===== src/rtl/i2c_encoder_target_if.sv =====
// I2C pad-side signals between a bus controller and the AS5600-style target.
interface i2c_encoder_target_if;
    logic scl_in;
    logic sda_in;
    logic sda_drive_low;

    modport master (output scl_in, output sda_in, input sda_drive_low);
    modport slave  (input scl_in, input sda_in, output sda_drive_low);
endinterface


===== src/rtl/i2c_encoder_target.sv =====
// I2C target emulating the AS5600 raw-angle/status registers at DEV_ADDR.
// Define I2C_TARGET_GLITCH_FILTER_EN to add a 3-sample majority filter on SCL/SDA.
//
// state     | meaning
// IDLE      | not addressed; ignore bus until START
// ADDR      | shifting in address + R/W
// ADDR_ACK  | driving ACK for our address
// PTR       | receiving register pointer
// PTR_ACK   | driving ACK for pointer byte
// WDATA     | receiving (discarded) write data
// WDATA_ACK | driving ACK for write data
// RDATA     | shifting out read byte MSB first
// RDATA_ACK | sampling controller ACK/NACK
module i2c_encoder_target #(
    parameter logic [6:0] DEV_ADDR   = 7'h36,
    parameter logic [7:0] STATUS_REG = 8'h0B,
    parameter logic [7:0] ANGLE_REG  = 8'h0C
) (
    input  logic                clock,
    input  logic                reset_n,
    i2c_encoder_target_if.slave bus,
    input  logic [11:0]         angle_in,
    input  logic                magnet_detected,
    output logic                busy,
    output logic [7:0]          reg_ptr,
    output logic                rd_strobe
);

    typedef enum logic [3:0] {
        IDLE, ADDR, ADDR_ACK, PTR, PTR_ACK, WDATA, WDATA_ACK, RDATA, RDATA_ACK
    } state_t;

    logic [1:0] scl_sync, sda_sync;
    logic       scl_line, sda_line;
    logic       scl_q, sda_q;

    always_ff @(posedge clock or negedge reset_n) begin
        if (!reset_n) begin
            scl_sync <= 2'b11;
            sda_sync <= 2'b11;
        end else begin
            scl_sync <= {scl_sync[0], bus.scl_in};
            sda_sync <= {sda_sync[0], bus.sda_in};
        end
    end

`ifdef I2C_TARGET_GLITCH_FILTER_EN
    logic [1:0] scl_hist, sda_hist;
    logic       scl_filt, sda_filt;

    // Majority over the current and two previous samples drops single-cycle pulses.
    always_ff @(posedge clock or negedge reset_n) begin
        if (!reset_n) begin
            scl_hist <= 2'b11;
            sda_hist <= 2'b11;
            scl_filt <= 1'b1;
            sda_filt <= 1'b1;
        end else begin
            scl_hist <= {scl_hist[0], scl_sync[1]};
            sda_hist <= {sda_hist[0], sda_sync[1]};
            scl_filt <= (scl_sync[1] & scl_hist[0]) | (scl_sync[1] & scl_hist[1]) |
                        (scl_hist[0] & scl_hist[1]);
            sda_filt <= (sda_sync[1] & sda_hist[0]) | (sda_sync[1] & sda_hist[1]) |
                        (sda_hist[0] & sda_hist[1]);
        end
    end

    assign scl_line = scl_filt;
    assign sda_line = sda_filt;
`else
    assign scl_line = scl_sync[1];
    assign sda_line = sda_sync[1];
`endif

    always_ff @(posedge clock or negedge reset_n) begin
        if (!reset_n) begin
            scl_q <= 1'b1;
            sda_q <= 1'b1;
        end else begin
            scl_q <= scl_line;
            sda_q <= sda_line;
        end
    end

    logic scl_rise, scl_fall, start_cond, stop_cond;
    assign scl_rise   = scl_line & ~scl_q;
    assign scl_fall   = ~scl_line & scl_q;
    assign start_cond = scl_line & scl_q & sda_q & ~sda_line;
    assign stop_cond  = scl_line & scl_q & ~sda_q & sda_line;

    function automatic logic [7:0] read_map(input logic [7:0] ptr, input logic [11:0] ang,
                                            input logic md);
        logic [7:0] off;
        read_map = 8'h00;
        off      = ptr - ANGLE_REG;
        if (ptr == STATUS_REG)
            read_map = {2'b00, md, 5'b00000};
        else if (off < 8'd4)
            read_map = off[0] ? ang[7:0] : {4'h0, ang[11:8]};
    endfunction

    state_t      state_q, state_nxt;
    logic [3:0]  bits_q, bits_nxt;
    logic [7:0]  shift_q, shift_nxt;
    logic [7:0]  tx_q, tx_nxt;
    logic        rw_q, rw_nxt;
    logic        ack_ph_q, ack_ph_nxt;
    logic        sda_drv_q, sda_drv_nxt;
    logic        busy_q, busy_nxt;
    logic [7:0]  ptr_q, ptr_nxt;
    logic        strobe_q, strobe_nxt;
    logic [11:0] snap_ang_q, snap_ang_nxt;
    logic        snap_md_q, snap_md_nxt;
    logic [7:0]  ptr_inc, cur_byte, next_byte;

    assign ptr_inc   = ptr_q + 8'd1;
    assign cur_byte  = read_map(ptr_q, snap_ang_q, snap_md_q);
    assign next_byte = read_map(ptr_inc, snap_ang_q, snap_md_q);

    always_ff @(posedge clock or negedge reset_n) begin
        if (!reset_n) begin
            state_q    <= IDLE;
            bits_q     <= 4'd0;
            shift_q    <= 8'h00;
            tx_q       <= 8'h00;
            rw_q       <= 1'b0;
            ack_ph_q   <= 1'b0;
            sda_drv_q  <= 1'b0;
            busy_q     <= 1'b0;
            ptr_q      <= 8'h00;
            strobe_q   <= 1'b0;
            snap_ang_q <= 12'h000;
            snap_md_q  <= 1'b0;
        end else begin
            state_q    <= state_nxt;
            bits_q     <= bits_nxt;
            shift_q    <= shift_nxt;
            tx_q       <= tx_nxt;
            rw_q       <= rw_nxt;
            ack_ph_q   <= ack_ph_nxt;
            sda_drv_q  <= sda_drv_nxt;
            busy_q     <= busy_nxt;
            ptr_q      <= ptr_nxt;
            strobe_q   <= strobe_nxt;
            snap_ang_q <= snap_ang_nxt;
            snap_md_q  <= snap_md_nxt;
        end
    end

    always_comb begin
        state_nxt    = state_q;
        bits_nxt     = bits_q;
        shift_nxt    = shift_q;
        tx_nxt       = tx_q;
        rw_nxt       = rw_q;
        ack_ph_nxt   = ack_ph_q;
        sda_drv_nxt  = sda_drv_q;
        busy_nxt     = busy_q;
        ptr_nxt      = ptr_q;
        strobe_nxt   = 1'b0;
        snap_ang_nxt = snap_ang_q;
        snap_md_nxt  = snap_md_q;

        if (start_cond) begin
            state_nxt   = ADDR;
            bits_nxt    = 4'd8;
            sda_drv_nxt = 1'b0;
        end else if (stop_cond) begin
            state_nxt   = IDLE;
            sda_drv_nxt = 1'b0;
            busy_nxt    = 1'b0;
        end else begin
            case (state_q)
                IDLE: ;
                ADDR: begin
                    if (scl_rise) begin
                        shift_nxt = {shift_q[6:0], sda_line};
                        bits_nxt  = bits_q - 4'd1;
                        if (bits_q == 4'd1) begin
                            if (shift_q[6:0] == DEV_ADDR) begin
                                busy_nxt   = 1'b1;
                                rw_nxt     = sda_line;
                                ack_ph_nxt = 1'b0;
                                state_nxt  = ADDR_ACK;
                            end else begin
                                state_nxt = IDLE;
                            end
                        end
                    end
                end
                ADDR_ACK: begin
                    if (scl_fall) begin
                        if (!ack_ph_q) begin
                            sda_drv_nxt = 1'b1;
                            ack_ph_nxt  = 1'b1;
                            // Freeze the angle once so both bytes of a read are coherent.
                            if (rw_q) begin
                                snap_ang_nxt = angle_in;
                                snap_md_nxt  = magnet_detected;
                            end
                        end else begin
                            ack_ph_nxt = 1'b0;
                            bits_nxt   = 4'd8;
                            if (!rw_q) begin
                                sda_drv_nxt = 1'b0;
                                state_nxt   = PTR;
                            end else begin
                                sda_drv_nxt = ~cur_byte[7];
                                tx_nxt      = {cur_byte[6:0], 1'b0};
                                strobe_nxt  = 1'b1;
                                state_nxt   = RDATA;
                            end
                        end
                    end
                end
                PTR: begin
                    if (scl_rise) begin
                        shift_nxt = {shift_q[6:0], sda_line};
                        bits_nxt  = bits_q - 4'd1;
                        if (bits_q == 4'd1) begin
                            ptr_nxt    = {shift_q[6:0], sda_line};
                            ack_ph_nxt = 1'b0;
                            state_nxt  = PTR_ACK;
                        end
                    end
                end
                PTR_ACK, WDATA_ACK: begin
                    if (scl_fall) begin
                        if (!ack_ph_q) begin
                            sda_drv_nxt = 1'b1;
                            ack_ph_nxt  = 1'b1;
                        end else begin
                            sda_drv_nxt = 1'b0;
                            ack_ph_nxt  = 1'b0;
                            bits_nxt    = 4'd8;
                            state_nxt   = WDATA;
                        end
                    end
                end
                WDATA: begin
                    if (scl_rise) begin
                        bits_nxt = bits_q - 4'd1;
                        if (bits_q == 4'd1) begin
                            ptr_nxt    = ptr_inc;
                            ack_ph_nxt = 1'b0;
                            state_nxt  = WDATA_ACK;
                        end
                    end
                end
                RDATA: begin
                    if (scl_rise && bits_q != 4'd0) begin
                        bits_nxt = bits_q - 4'd1;
                    end else if (scl_fall) begin
                        if (bits_q != 4'd0) begin
                            sda_drv_nxt = ~tx_q[7];
                            tx_nxt      = {tx_q[6:0], 1'b0};
                        end else begin
                            sda_drv_nxt = 1'b0;
                            state_nxt   = RDATA_ACK;
                        end
                    end
                end
                RDATA_ACK: begin
                    // The pointer moves past every byte sent, whether ACKed or NACKed.
                    if (scl_rise) begin
                        ptr_nxt = ptr_inc;
                        if (!sda_line) begin
                            tx_nxt     = next_byte;
                            bits_nxt   = 4'd8;
                            strobe_nxt = 1'b1;
                            state_nxt  = RDATA;
                        end else begin
                            state_nxt = IDLE;
                        end
                    end
                end
                default: state_nxt = IDLE;
            endcase
        end
    end

    assign bus.sda_drive_low = sda_drv_q;
    assign busy              = busy_q;
    assign reg_ptr           = ptr_q;
    assign rd_strobe         = strobe_q;

endmodule


===== src/flat_wrapper.sv =====
// flat-port wrapper written by rule: the top's interface ports become plain ports
module i2c_encoder_target_flat 
#(
    parameter logic [6:0] DEV_ADDR   = 7'h36,
    parameter logic [7:0] STATUS_REG = 8'h0B,
    parameter logic [7:0] ANGLE_REG  = 8'h0C
)
  (clock, reset_n, angle_in, magnet_detected, busy, reg_ptr, rd_strobe, bus_scl_in, bus_sda_in, bus_sda_drive_low);
  i2c_encoder_target_if bus_i ();
  input  logic clock;
  input  logic reset_n;
  input  logic [11:0] angle_in;
  input  logic magnet_detected;
  output logic busy;
  output logic [7:0] reg_ptr;
  output logic rd_strobe;
  input wire logic [$bits(bus_i.scl_in)-1:0] bus_scl_in;
  input wire logic [$bits(bus_i.sda_in)-1:0] bus_sda_in;
  output wire logic [$bits(bus_i.sda_drive_low)-1:0] bus_sda_drive_low;
  assign bus_i.scl_in = bus_scl_in;
  assign bus_i.sda_in = bus_sda_in;
  assign bus_sda_drive_low = bus_i.sda_drive_low;
  i2c_encoder_target #(.DEV_ADDR(DEV_ADDR), .STATUS_REG(STATUS_REG), .ANGLE_REG(ANGLE_REG)) u_core (.clock(clock), .reset_n(reset_n), .bus(bus_i), .angle_in(angle_in), .magnet_detected(magnet_detected), .busy(busy), .reg_ptr(reg_ptr), .rd_strobe(rd_strobe));
endmodule

===== config.mk =====
export PLATFORM = sky130hd
export DESIGN_NAME = i2c_encoder_target_flat
export DESIGN_NICKNAME = d
export VERILOG_FILES = /design/src/rtl/i2c_encoder_target_if.sv /design/src/rtl/i2c_encoder_target.sv /design/src/flat_wrapper.sv
export SDC_FILE = /design/constraint.sdc
export NUM_CORES = 1
export LEC_CHECK = 0
export ABC_AREA = 1
export BUFFER_PORTS_ARGS = -buffer_cell sky130_fd_sc_hd__clkbuf_2
export CAP_MARGIN = 10
export CORE_MARGIN = 2
export CORE_UTILIZATION = 65
export CTS_BUF_LIST = sky130_fd_sc_hd__clkbuf_16
export DETAILED_ROUTE_END_ITERATION = 16
export GPL_TIMING_DRIVEN = 0
export PLACE_DENSITY = 0.86
export SYNTH_ARGS = -nofsm -noshare
export SYNTH_HDL_FRONTEND = slang
export SYNTH_SLANG_ARGS = --single-unit

===== constraint.sdc =====
create_clock -name clock -period 5.3 [get_ports clock]
set_input_delay 0.265 -clock clock [delete_from_list [all_inputs] [get_ports clock]]
set_output_delay 0.265 -clock clock [all_outputs]
set_load 0.02 [all_outputs]

# Word-level counts from Yosys, hierarchy flattened
# Index checks and enable logic that the tools add are counted.
# Widths: inputs -> output; s select.
# totals
regBits	55
# op_classes
addsub	4
order_cmp	2
n_eq_ne	52
mux	80
bitwise	16
n_reduce_logical	27
# ops
cell	count
$mux 8	19
$mux 4	24
$ne 4x1->1 const B	12
$pmux 8 s3	2
$ne 2x1->1 const B	17
$pmux 4 s8	1
$mux 1	27
$ne 3x1->1 const B	6
$eq 4x3->1 const B	4
$eq 8x4->1 const B	2
$lt 8x3->1 const B	2
$pmux 4 s4	1
$reduce_and 8->1	2
$sub 8x4->8 const B	2
$reduce_and 15->1	1
$reduce_and 6->1	2
$reduce_and 11->1	1
$reduce_and 5->1	2
$reduce_bool 5->1	2
$not 1->1	9
$reduce_and 9->1	1
$reduce_bool 3->1	3
$add 8x1->8 const B	1
$eq 4x1->1 const B	2
other kinds (19)	36

# Longest topological paths before layout
# depth
word_depth	11
mapped_depth	12
mapped_depth_nobuf	12

# Least setup slack after synthesis
# OpenSTA, ideal clock, no wires.
# synth_timing
kind	register to register
startpoint	reg u_core.scl_q
endpoint	reg u_core.snap_ang_q[4]
t_arrival_ps	1672
path_slack_ps	3511
path_stages_with_launch	9
path_buffers	2
synth_period_minus_slack_ps	1789
cell_sequence	dfstp_2 -> inv_1 -> nor2_2 -> nand2_1 -> or4_4 -> buf_6 -> buf_12 -> nand2_2 -> o21ai_2
# synth_via
elab_chain_len	5
elab_cells_between_ends	9
cone_classes	8 x bitwise; 1 x reduce/logical
# synth_lines
item	line_no	text
from (decl)	i2c_encoder_target.sv:35	logic scl_q, sda_q;
from (signal assigned)	i2c_encoder_target.sv:80	scl_q <= scl_line;
$and 1x1->1	i2c_encoder_target.sv:88, i2c_encoder_target.sv:89	
$and 1x1->1 (on tied branches) (2 in series)	i2c_encoder_target.sv:88, i2c_encoder_target.sv:89	
$not 1->1 (no line)	n/a	
$reduce_and 6->1 (no line) *	n/a	
to (signal assigned)	i2c_encoder_target.sv:145	snap_ang_q <= snap_ang_nxt;
to (decl)	i2c_encoder_target.sv:112	logic [11:0] snap_ang_q, snap_ang_nxt;
# Mark *: on every way between the ends. The rest lies on a longest branch, timed or not.
# A chain may end at the register's enable or synchronous reset.

# Final worst setup path
# layout_timing
startpoint	reg u_core.bits_q[1]
endpoint	reg u_core.state_q[0]
# layout_via
elab_chain_len	4
elab_cells_between_ends	9
cone_classes	6 x eq/ne; 3 x reduce/logical
# layout_lines
item	line_no	text
from (decl)	i2c_encoder_target.sv:103	logic [3:0] bits_q, bits_nxt;
from (signal assigned)	i2c_encoder_target.sv:136	bits_q <= bits_nxt;
$reduce_bool 4->1	i2c_encoder_target.sv:251, i2c_encoder_target.sv:254	
$logic_and 1x1->1	i2c_encoder_target.sv:251	if (scl_rise && bits_q != 4'd0) begin
$ne 4x2->1 (no line)	n/a	
$reduce_and 15->1 (no line) *	n/a	
to (signal assigned)	i2c_encoder_target.sv:135	state_q <= state_nxt;
to (decl)	i2c_encoder_target.sv:102	state_t state_q, state_nxt;
# Marks and branches as above.

==> summary by stage <==
Power and ir drop
The sequential fraction of design power is 52.6%. The areal power density over the cells is 243 nW/um2. The static power due to leakage is 1.96 nW. The share of power burned in combinational logic is 12.8%. Internal power comes to 672 uW. In this run the power spent charging and discharging nets is 253 uW. The total power draw is 925 uW. Of the total power, the share spent switching nets is 27.4%. VDD sags by at most 0.194 mV. The portion of total power attributed to the clock network is 34.6%.

Placed design
The placed wire-length estimate after detailed placement is 6150 um. The total instance count after detailed placement is 560. Input and output buffers added on the ports amount to 27.

The congestion estimate from routability-driven global placement came to 0.961. The post-placement cell area is 3660 um2.

Global routing
The via count of the first global-routing pass is 2936. Entering global routing, the biggest net connects 35 pins. The wire length of the first global-routing pass is 13700 um. Global routing finished with a remaining overflow of 0. The initial antenna violation count is 0. The overall global routing resource usage is 29.0%.

STA
The transition at the pin with the smallest max-transition slack is 0.792 ns. The hold violation total from the final report is 0. The total count of max-transition violations in the final report is 0. After layout, the minimum clock period comes to 2.30 ns.

The relative slew slack is 47.1%. The worst clock skew is 0.00486 ns. The maximum operating frequency is 0.435 GHz. Setup repair after global routing left no endpoint under its margin. The total negative slack is 0 ns. The final period utilization is 43.3%. The final count of negative-setup-slack endpoints is 0.

Clock tree
The number of setup buffers added after CTS is 0. The post-cts gate resize count is 0. Clock tree synthesis inserted a total of 5 buffers.

The cell sitting at the root of the clock tree is a sky130_fd_sc_hd__clkbuf_16. The clock tree from TritonCTS is done. The H-tree depth is 2.

At the later pin of the worst-skew pair, clock insertion delay measures 0.29 ns. The clock sink count is 55. After clock tree synthesis, the clock-pin slew on the worst setup and hold paths is 0.07 ns. The clock passes through at most 2 buffers.

Floorplanning
For this design the top-level I/O count stands at 28. After floorplanning, the core was divided into 26 placement rows. Measured along the y axis, the die boundary spans 76.5 um.

The die extent in x is 76.5 um. The initial utilization of the core area, before any placement, comes to 67.3%. The total die area is 5850 um2. After floorplanning, the core was sized to cover 5070 um2.

Route
The total wire length is 8030 um. Dividing the detail-routed wire length by the instance count gives 14.1 um. Detailed routing inserted a total of 3189 vias. The DRC violations left is 0. The first detailed-routing pass took 5 iterations. After detailed routing, the number of vias per cell comes to 5.60. The violation count after the first detailed-routing iteration is 265. The detail route stage leaves a number of antenna-violating nets equal to 0.

Layout
At the end of the flow the core is filled with cells to 75.0%. The count of nets after finishing is 519. The final instance area is 3810 um2. In the final layout, the multi-input gates occupy 1690 um2. Summing all flip-flop and latch instances after layout gives 1380 um2. The area growth from synthesis to final layout is 11.5%. The filler cell count in the final layout is 418. The fraction of layout instances using a drive strength above 1 is 19.2%.

Once layout is complete, the cells apart from fillers number 569. Leaving out fill and tap cells, the most frequent cell in the layout is sky130_fd_sc_hd__nand2_1. The library cells used most frequently in the layout, excluding fill and tap cells, are sky130_fd_sc_hd__nand2_1 (109), sky130_fd_sc_hd__inv_1 (61), sky130_fd_sc_hd__nor2_1 (49), sky130_fd_sc_hd__dfrtp_1 (49), sky130_fd_sc_hd__o21ai_0 (39). The count of antenna diodes in the layout is 0.

Synthesis
For this run, the number of Yosys warnings is 0. The biggest area contributor in the post-synthesis netlist is sky130_fd_sc_hd__dfrtp_1. The most common flop cell mapped by yosys is sky130_fd_sc_hd__dfrtp_1. The number of distinct library cells after synthesis is 44.

After synthesis, the cell types taking the most area are sky130_fd_sc_hd__dfrtp_1 (36%), sky130_fd_sc_hd__nand2_1 (12%), sky130_fd_sc_hd__inv_1 (6.6%). The sequential cell area fraction in the yosys report is 40.5%. The post-synthesis instance total is 462. The summed instance area of the synthesized netlist is 3410 um2. The synthesized area per cell is 7.39 um2. Synthesis inferred 55 register bits. The synthesized design devotes to its leading area cell type 35.9% of total area.

The number of nets handed over by synthesis was 483. Counting flops with an async set or reset pin after synthesis yields a share of 100%. The number of enable flip-flop cells after synthesis is 0.

Worst setup path
The worst register-to-register path has a depth of 11. The required time of the worst setup path is 5.51 ns. The endpoint type of the worst setup path is a flop.

The cell family contributing the most delay on the critical path is simple AND/OR/NAND/NOR gates. Counting buffers and inverters, the worst setup path is 11 cells deep. The worst setup path is of the reg2reg kind. In this design, the critical path's most frequently occurring cell is sky130_fd_sc_hd__nand2_1. Among all stages on the critical path, the largest delay is contributed by sky130_fd_sc_hd__nor3b_1. The total buffers and inverters traversed by the critical path is 1. The critical path goes through inv_1 > ha_1 > nor3b_1 > nand2_1 > nand2_1 > nand2_1 > nor2_1 > nand3_1 > nand2_1 > nand2_1 > o21ai_0.

The peak fanout along the critical path is 6. The type of origin of the critical path is a flop. The arrival time of data at the critical path endpoint is 2.51 ns. The largest single stage delay on the critical path is 0.65 ns.

Worst hold path
Counting instances, the worst hold path has a depth of 1. The type of the tightest min-delay check is in2reg.

Run
The count of maximum capacitance violations is 0.

Run status
The flow ran to the end, and the final reports show no timing, DRC or antenna violations.
synth_stat cells (all sizes together) (4+ instances only):
library cell  number
a21boi             4
a21oi              9
buf                6
dfrtp             49
dfstp              6
ha                 4
inv               68
nand2            120
nand3             31
nand4             10
nor2              58
nor3              11
o21ai             57
o22ai              5
or2                4
cell type report:
type                    instances  share of cell area [%]
clock inverters                 3                   0.427
well taps                      70                    2.30
inverters                      68                    6.70
flip-flops and latches         55                    36.3
plain buffers                   9                    2.17
clock buffers                   5                    3.29
repair buffers                 29                    4.34
multi-input cells             330                    44.4
kinds of logic (layout without fill, tap and decap cells):
family / Yosys count / count (layout) / share of synthesized area [%]
flip-flops: 55 / 55 / 40.5
buffers and inverters: 77 / 114 / 9.90
adder cells (fa/ha/maj): 4 / 4 / 1.47
AND/OR/NAND/NOR: 238 / 238 / 32.0
AO/OA/AOI/OAI: 86 / 86 / 15.6
XOR/XNOR: 2 / 2 / 0.513
per-layer routing:
layer	global-route usage (%)	vias to the layer above	share of wire (%)
li1	-	1570	-
met1	39.9	1491	46
met2	48.8	117	48
met3	4.03	11	5.6
met4	6.91	0	1.1
met5	0	-	0
sequential cells by signal, summed over array words and instances (netlist names):
name	cells
u_core.state_q	4
u_core.reg_ptr	8
u_core.snap_ang_q	12
u_core.sda_sync	2
u_core.ack_ph_q	1
u_core.bus.sda_drive_low	1
u_core.scl_q	1
u_core.rw_q	1
u_core.snap_md_q	1
u_core.shift_q	7
u_core.scl_sync	2
u_core.rd_strobe	1
u_core.sda_q	1
u_core.tx_q	8
u_core.busy	1
u_core.bits_q	4
power groups by stage:
stage	registers (mW)	clock network [mW]	logic, mW
after floorplan	0.485	0	0.0803
after global placement	0.492	0	0.109
after detailed placement	0.494	0	0.117
after CTS	0.486	0.325	0.119
after global routing	0.490	0.338	0.139
final	0.486	0.320	0.119
timing repair:
| action | CTS | global route |
|---|---|---|
| hold buffers | 1 | 0 |
| hold endpoints to repair | 21 | 0 |
| setup endpoints to repair | 0 | 0 |
metrics by stage:
| stage | hold slack (ns) | setup slack [ns] |
|---|---|---|
| after floorplan | -0.0306 | 3.51 |
| after detailed placement | 0.281 | 3.13 |
| after global placement | 0.348 | 3.10 |
| after CTS | 0.0461 | 3.09 |
| final | 0.0517 | 3.00 |
| after global routing | 0.0403 | 2.79 |
final timing paths:
kind | startpoint | to | slack (ns)
setup / recovery | u_core.bits_q[1]$_DFFE_PN0P_ | u_core.state_q[0]$_DFFE_PN0P_ | 3.00
hold / removal | bus_scl_in | u_core.scl_sync[0]$_DFF_PN1_ | 0.05
setup reg to reg | u_core.bits_q[1]$_DFFE_PN0P_ | u_core.state_q[0]$_DFFE_PN0P_ | 3.00
hold reg to reg | u_core.sda_sync[0]$_DFF_PN1_ | u_core.sda_sync[1]$_DFF_PN1_ | 0.36
max in group asynchronous | reset_n | u_core.sda_sync[0]$_DFF_PN1_ | 4.15
min in group asynchronous | reset_n | u_core.reg_ptr[4]$_DFFE_PN0P_ | 0.50
Note: power is estimated with default switching activity, not from simulation.
